**src/rtl/fifo_circular.sv**
```systemverilog
// Single-clock first-word-fall-through circular FIFO with wrap-bit pointers.
// Head word is shown combinationally; a pop acknowledges the word on data_read_out.
module fifo_circular #(
  parameter int unsigned DEPTH = 16,
  parameter int unsigned WIDTH = 8
) (
  input  logic                     clk,
  input  logic                     nrst_in,
  input  logic                     write_in,
  input  logic [WIDTH-1:0]         data_write_in,
  input  logic                     read_in,
  output logic [WIDTH-1:0]         data_read_out,
  output logic                     full_out,
  output logic                     empty_out,
  output logic [$clog2(DEPTH):0]   count_out
);

  localparam int unsigned AW = $clog2(DEPTH);
  localparam int unsigned PW = AW + 1;

  logic [WIDTH-1:0] mem [DEPTH];
  logic [PW-1:0]    wr_ptr;
  logic [PW-1:0]    rd_ptr;
  logic             wr_acc_c;
  logic             rd_acc_c;

  // Flags and occupancy derive directly from the registered pointers.
  assign empty_out = (wr_ptr == rd_ptr);
  assign full_out  = (wr_ptr[AW-1:0] == rd_ptr[AW-1:0]) && (wr_ptr[AW] != rd_ptr[AW]);
  assign count_out = wr_ptr - rd_ptr;

  assign wr_acc_c = write_in && !full_out;
  assign rd_acc_c = read_in && !empty_out;

  assign data_read_out = empty_out ? '0 : mem[rd_ptr[AW-1:0]];

  // Pointer state; the wrap bit disambiguates full from empty.
  always_ff @(posedge clk or negedge nrst_in) begin
    if (!nrst_in) begin
      wr_ptr <= '0;
      rd_ptr <= '0;
    end else begin
      if (wr_acc_c) wr_ptr <= wr_ptr + PW'(1);
      if (rd_acc_c) rd_ptr <= rd_ptr + PW'(1);
    end
  end

  // Storage array is intentionally left uncleared by reset.
  always_ff @(posedge clk) begin
    if (wr_acc_c) mem[wr_ptr[AW-1:0]] <= data_write_in;
  end

endmodule

```
**config.mk**
```make
export PLATFORM = sky130hd
export DESIGN_NAME = fifo_circular
export DESIGN_NICKNAME = d
export VERILOG_FILES = /design/src/rtl/fifo_circular.sv
export SDC_FILE = /design/constraint.sdc
export NUM_CORES = 1
export LEC_CHECK = 0
export CAP_MARGIN = 5
export CORE_ASPECT_RATIO = 0.7
export CORE_MARGIN = 10
export CORE_UTILIZATION = 45
export DETAILED_ROUTE_END_ITERATION = 16
export GPL_TIMING_DRIVEN = 0
export PLACE_DENSITY_LB_ADDON = 0.3
export SLEW_MARGIN = 20
export SYNTH_ARGS = -nofsm -noshare
export SYNTH_HDL_FRONTEND = slang
export SYNTH_SLANG_ARGS = --single-unit
```
**constraint.sdc**
```tcl
create_clock -name clk -period 3 [get_ports clk]
set_input_delay 0.6 -clock clk [delete_from_list [all_inputs] [get_ports clk]]
set_output_delay 0.6 -clock clk [all_outputs]
set_load 0.02 [all_outputs]
```
Word-level counts from Yosys, hierarchy flattened
Memory sizes are Yosys's and may differ from the RTL's.
Cells that the tools add are included.
Widths: inputs -> output; s select.
{"block": "classes", "n_addsub": 3, "eq_ne": 3, "muxes": 3, "reduce_logical": 5}
{"cell": "$add 5x1->5 const B", "count": 2}
{"cell": "$mux 8", "count": 1}
{"cell": "$eq 5x5->1", "count": 1}
{"cell": "$sub 5x5->5", "count": 1}
{"cell": "$eq 4x4->1", "count": 1}
{"cell": "$logic_and 1x1->1", "count": 3}
{"cell": "$logic_not 1->1", "count": 2}
{"cell": "$mux 1", "count": 2}
{"cell": "$ne 1x1->1", "count": 1}
{"block": "word_totals", "ff_bits": 10, "ram_bits": 128, "word_cells": 17, "memories": 1}
{"memory": "mem", "words": 16, "width": 8, "read_ports": 1, "rd_clocked_by_memory_dff": 0, "write_ports": 1, "line": "21", "text": "logic [WIDTH-1:0] mem [DEPTH];"}

Depth between registers and ports, before layout
{"block": "depth", "word_depth": 6, "ltp_mapped": 9, "depth_no_buf": 7}

Worst setup path after synthesis
OpenSTA, ideal clock, no wires.
{"block": "synth_timing", "kind": "reg2out", "from": "register rd_ptr[3]", "to": "output data_read_out[6]", "t_arrival_ps": 2227, "required_time_ps": 2400, "slack_ps": 173, "stages_incl_launch_ff": 10, "path_buffers": 3, "cell_sequence": "dfrtp_1 buf_2 buf_2 inv_2 ha_1 and4_1 nand2_1 clkbuf_1 o221ai_1 a21oi_1"}
{"block": "synth_via", "elab_chain_cells": 2, "elab_cells_between_ends": 3, "classes_between": "1 x eq/ne; 1 x mux; 1 x memory"}
{"item": "start, declared", "line": "23", "text": "logic [PW-1:0] rd_ptr;"}
{"item": "start signal, assigned", "line": "44", "text": "if (rd_acc_c) rd_ptr <= rd_ptr + PW'(1);"}
{"item": "$mem_v2 16x8 / $eq 5x5->1 (equally long branches)"}
{"item": "$mux 8 *", "line": "35", "text": "assign data_read_out = empty_out ? '0 : mem[rd_ptr[AW-1:0]];"}
{"item": "end, declared", "line": "12", "text": "output logic [WIDTH-1:0] data_read_out,"}
Mark *: on every way between the ends. The rest lies on a longest branch, timed or not.

Worst setup path after layout
{"block": "layout_timing", "from": "register rd_ptr[0]", "to": "output data_read_out[5]"}
Same word-level chain as after synthesis.

==> results.md <==
| Result | This run | Unit |
|:---|:---|:---|
| Worst Slack Setup Final | 0.0511 | ns |
| Cell types occupying the most area after synthesis | edfxtp_1 (67%), mux4_2 (9.5%), dfrtp_1 (4.4%), mux4_1 (3.7%), ha_1 (2.0%) | - |
| Post-layout nets | 370 | - |
| Reported net switching power | 0.00259 | W |
| Insertion delay of the later-clocked pin in the worst-skew pair | 0.41 | ns |
| Area enclosed by the die boundary | 0.0176 | sq mm |
| Post-Route Skew | 0.00790 | ns |
| DRC violation count after routing | 0 | - |
| Part of the Yosys area used for sequential elements | 71.8 | % |
| Final hold violations | 0 | - |
| Count of buffers from port buffering | 26 | - |
| Data required time of the worst path | 2.40 | ns |
| Proportion of register bits with asynchronous set or reset after synthesis | 7.25 | % |
| Violation count after the first detailed-route iteration | 301 | - |
| Cell type with the highest aggregate area in the netlist | edfxtp_1 | - |
| Peak supply drop | 608 | uV |
| Count of boundary I/O pins | 27 | - |
| H-tree levels | 4 | - |
| Dominant combinational cell family by area after synthesis | multiplexers | - |
| Pin count of the biggest net entering global routing | 17 | - |
| Pre-antenna DRT Iters | 5 | - |
| Result of the run | completed | - |
| Final cycle utilization of the critical path | 98.3 | % |
| Cells along the critical path | buf_12, buf_12, mux4_1, mux2_2, o21ai_4, a21oi_1, buf_2 | - |
| Post-Place Setup Slack | -0.886 | ns |
| Fraction of layout instances using a drive strength above 1 | 33.0 | % |
| Cell with the largest stage delay on the worst path | mux4_1 | - |
| Highest clock rate | 339 | MHz |
| Antenna violations before repair | 0 | - |
| Die Ht | 114 | um |
| Reg-to-reg setup timing slack | 0.24 | ns |
| Clk sink count | 138 | - |
| Synthesized-area fraction occupied by and/or/nand/nor cells | 3.07 | % |
| Transition time at the pin with the least slew margin | 0.881 | ns |
| Internal power summed over all cells | 0.00549 | W |
| Crit Path Class | reg2out | - |
| Number of buffers inserted during clock tree synthesis | 17 | - |
| Number of synthesized flops with an enable pin | 128 | - |
| Cell Count, Final, Fillers Out | 523 | - |
| Maximum clock insertion buffer count | 2 | - |
| Arrival time at the worst endpoint | 2.35 | ns |
| Leakage power of the design | 2.51 | nW |
| Terminus of the critical flop-to-flop path | mem[11][6]$_DFFE_PP_ | - |
| Fraction of post-synthesis cell area in the top cell type by area | 67.4 | % |
| Placement-stage cell area | 0.00626 | sq mm |
| Nature of the critical path startpoint | flip-flop | - |
| Most common library cell in the layout ignoring fill and taps | edfxtp_1 | - |
| Initial cell density of the core | 45.9 | % |
| Total congestion overflow | 0 | - |
| Antenna-violating nets left | 0 | - |
| Row count | 34 | - |
| Switching share of power | 32.1 | % |
| Slew margin rel. | 41.0 | % |
| Via count | 2,894 | - |
| Routed length per instance | 23.5 | um |
| Logic gate share of total power | 38.7 | % |
| Unrepaired setup endpoints after global routing | yes | - |
| Clock transition at the registers of the reported paths | 0.06 | ns |
| Time the final worst path needs with I/O delays and setup | 2.95 | ns |
| Hold EP | wr_ptr[4]$_DFFE_PN0P_ | - |
| Synthesized-area fraction occupied by ao, oa, aoi and oai cells | 2.28 | % |
| Number of diodes | 0 | - |
| DRT Wirelength | 12,300 | um |
| CP endpoint kind | output port | - |
| TritonCTS clock tree | yes | - |
| Ratio of routed vias to standard cells | 5.53 | - |
| Max-Cap Viols | 0 | - |
| Xor/xnor cell area share of the yosys netlist | 1.84 | % |
| Part of the total power dissipated in sequential elements | 30.8 | % |
| Weighted congestion at the end of routability-driven global placement | 0.836 | - |
| Final setup violation count | 0 | - |
| Synth Instances | 292 | - |
| Maximum net fanout on the critical path | 8 | - |
| Total core area | 0.0124 | sq mm |
| Adder-cell share of the synthesized area | 2.33 | % |
| Cells on Worst Hold Path | 1 | - |
| Mux share of post-synthesis cell area | 16.2 | % |
| Max-slew violation count | 0 | - |
| Netlist area before placement | 0.00570 | sq mm |
| Post-synthesis area per instance | 19.5 | sq um |
| Syn-to-layout area delta | 24.7 | % |
| Final std cell area, no fill | 0.00710 | sq mm |
| Post-DP HPWL | 8110 | um |
| Die Wd | 155 | um |
| R2r worst-path depth | 8 | - |
| Combined global-route utilization of all metal layers | 14.7 | % |
| First-pass GRT wire length | 19,000 | um |
| Via count of the first global-routing pass | 3,062 | - |
| Post-synth net total | 314 | - |
| Path class of the lowest-slack min-delay path | reg2reg | - |
| Slowest stage delay, CP | 0.53 | ns |
| Post-synth top flop | edfxtp_1 | - |
| Critical path's most frequent cell | buf_12 | - |
| Number of fill cells in the layout | 908 | - |
| Number of warnings printed during yosys synthesis | 0 | - |
| Utilization after layout | 57.2 | % |
| Beginning of the worst hold path | wr_ptr[4]$_DFFE_PN0P_ | - |
| Count of hold buffers inserted by post-cts repair | 0 | - |
| Areal power density over the cells | 1140 | mW/mm^2 |
| Placed Cells | 488 | - |
| Worst hold-check slack | 0.486 | ns |
| Clock root buffer | clkbuf_16 | - |
| Worst reg2reg path startpoint | rd_ptr[3]$_DFFE_PN0P_ | - |
| Most frequent cells in the layout | edfxtp_1 (128), mux4_2 (25), clkbuf_16 (18) | - |
| Portion of total power attributed to the clock network | 30.5 | % |
| Post-synth cell types | 32 | - |
| Number of synthesized register bits | 138 | - |
per-stage QoR:
step                      TNS, ns  power [W]
final                           0    0.00808
after CTS                       0    0.00805
after global routing       -0.126    0.00846
after global placement     -59.39    0.00543
after floorplan                 0    0.00440
after detailed placement   -25.75    0.00554
how the worst max path moves through the flow:
stage / from / end / slack, ns / cells past startpoint
after floorplan: rd_ptr[3]$_DFFE_PN0P_ / data_read_out[6] / 0.17 / 9
after global placement: rd_ptr[3]$_DFFE_PN0P_ / mem[3][0]$_DFFE_PP_ / -0.95 / 7
after detailed placement: rd_ptr[3]$_DFFE_PN0P_ / data_read_out[1] / -0.89 / 10
after CTS: wr_ptr[0]$_DFFE_PN0P_ / count_out[4] / 0.0006 / 8
after global routing: rd_ptr[3]$_DFFE_PN0P_ / data_read_out[5] / -0.06 / 10
final: rd_ptr[0]$_DFFE_PN0P_ / data_read_out[5] / 0.05 / 7
sequential cells by signal, summed over array words and instances (netlist names):
register / flops
wr_ptr: 5
rd_ptr: 5
mem: 128
Yosys cell counts, types with 7 or more instances:
master,instances
ha_1,9
mux4_1,8
edfxtp_1,128
nand2_1,7
mux2_2,8
mux2i_1,8
dfrtp_1,10
a21oi_1,10
mux4_2,24
inv_1,11
xnor2_1,11
critical path: cells and delay by family (launching register included):
kind            cells  cell delay, ns
mux                 2            0.85
compound gates      2            0.21
buf+inv             3            0.44
flops               1            0.42
cell type report:
| type | instances | area [sq um] | share of cell area [%] |
|---|---|---|---|
| multi-input combinational | 127 | 1570 | 22.1 |
| clock buffer | 21 | 470 | 6.62 |
| buffer | 12 | 138 | 1.94 |
| tap | 162 | 203 | 2.85 |
| inverter | 13 | 58.8 | 0.828 |
| clock inverter | 11 | 239 | 3.36 |
| timing repair buffer | 39 | 329 | 4.63 |
| sequential | 138 | 4100 | 57.7 |
power groups by stage:
stage / sequential (W) / combinational [W] / clock, W
after floorplan: 0.00247 / 0.00193 / 0
after global placement: 0.00250 / 0.00294 / 0
after detailed placement: 0.00251 / 0.00303 / 0
after CTS: 0.00248 / 0.00307 / 0.00249
after global routing: 0.00251 / 0.00336 / 0.00259
final: 0.00249 / 0.00313 / 0.00246
cells by family (layout without fill, tap and decap cells):
group / count (synthesis) / after routing
multiplexers: 48 / 48
XOR/XNOR: 12 / 12
buffers and inverters: 27 / 96
adder cells (fa/ha/maj): 10 / 10
flip-flops: 138 / 138
AND/OR/NAND/NOR: 34 / 34
AO/OA/AOI/OAI: 23 / 23
metal layers:
metal	GRT usage [%]	part of all wire (%)	wire (um)
met1	20.2	45	5490
met4	5.34	0.74	91
met5	0	0	0
met2	21.8	46	5700
met3	4.20	8.0	984
what timing repair did:
item,CTS,global route
setup endpoints to repair,110,15
pin swaps,0,1
gates resized for setup,68,11
buffers inserted,4,0
gates cloned,0,1
(Power assumes the default switching activity.)
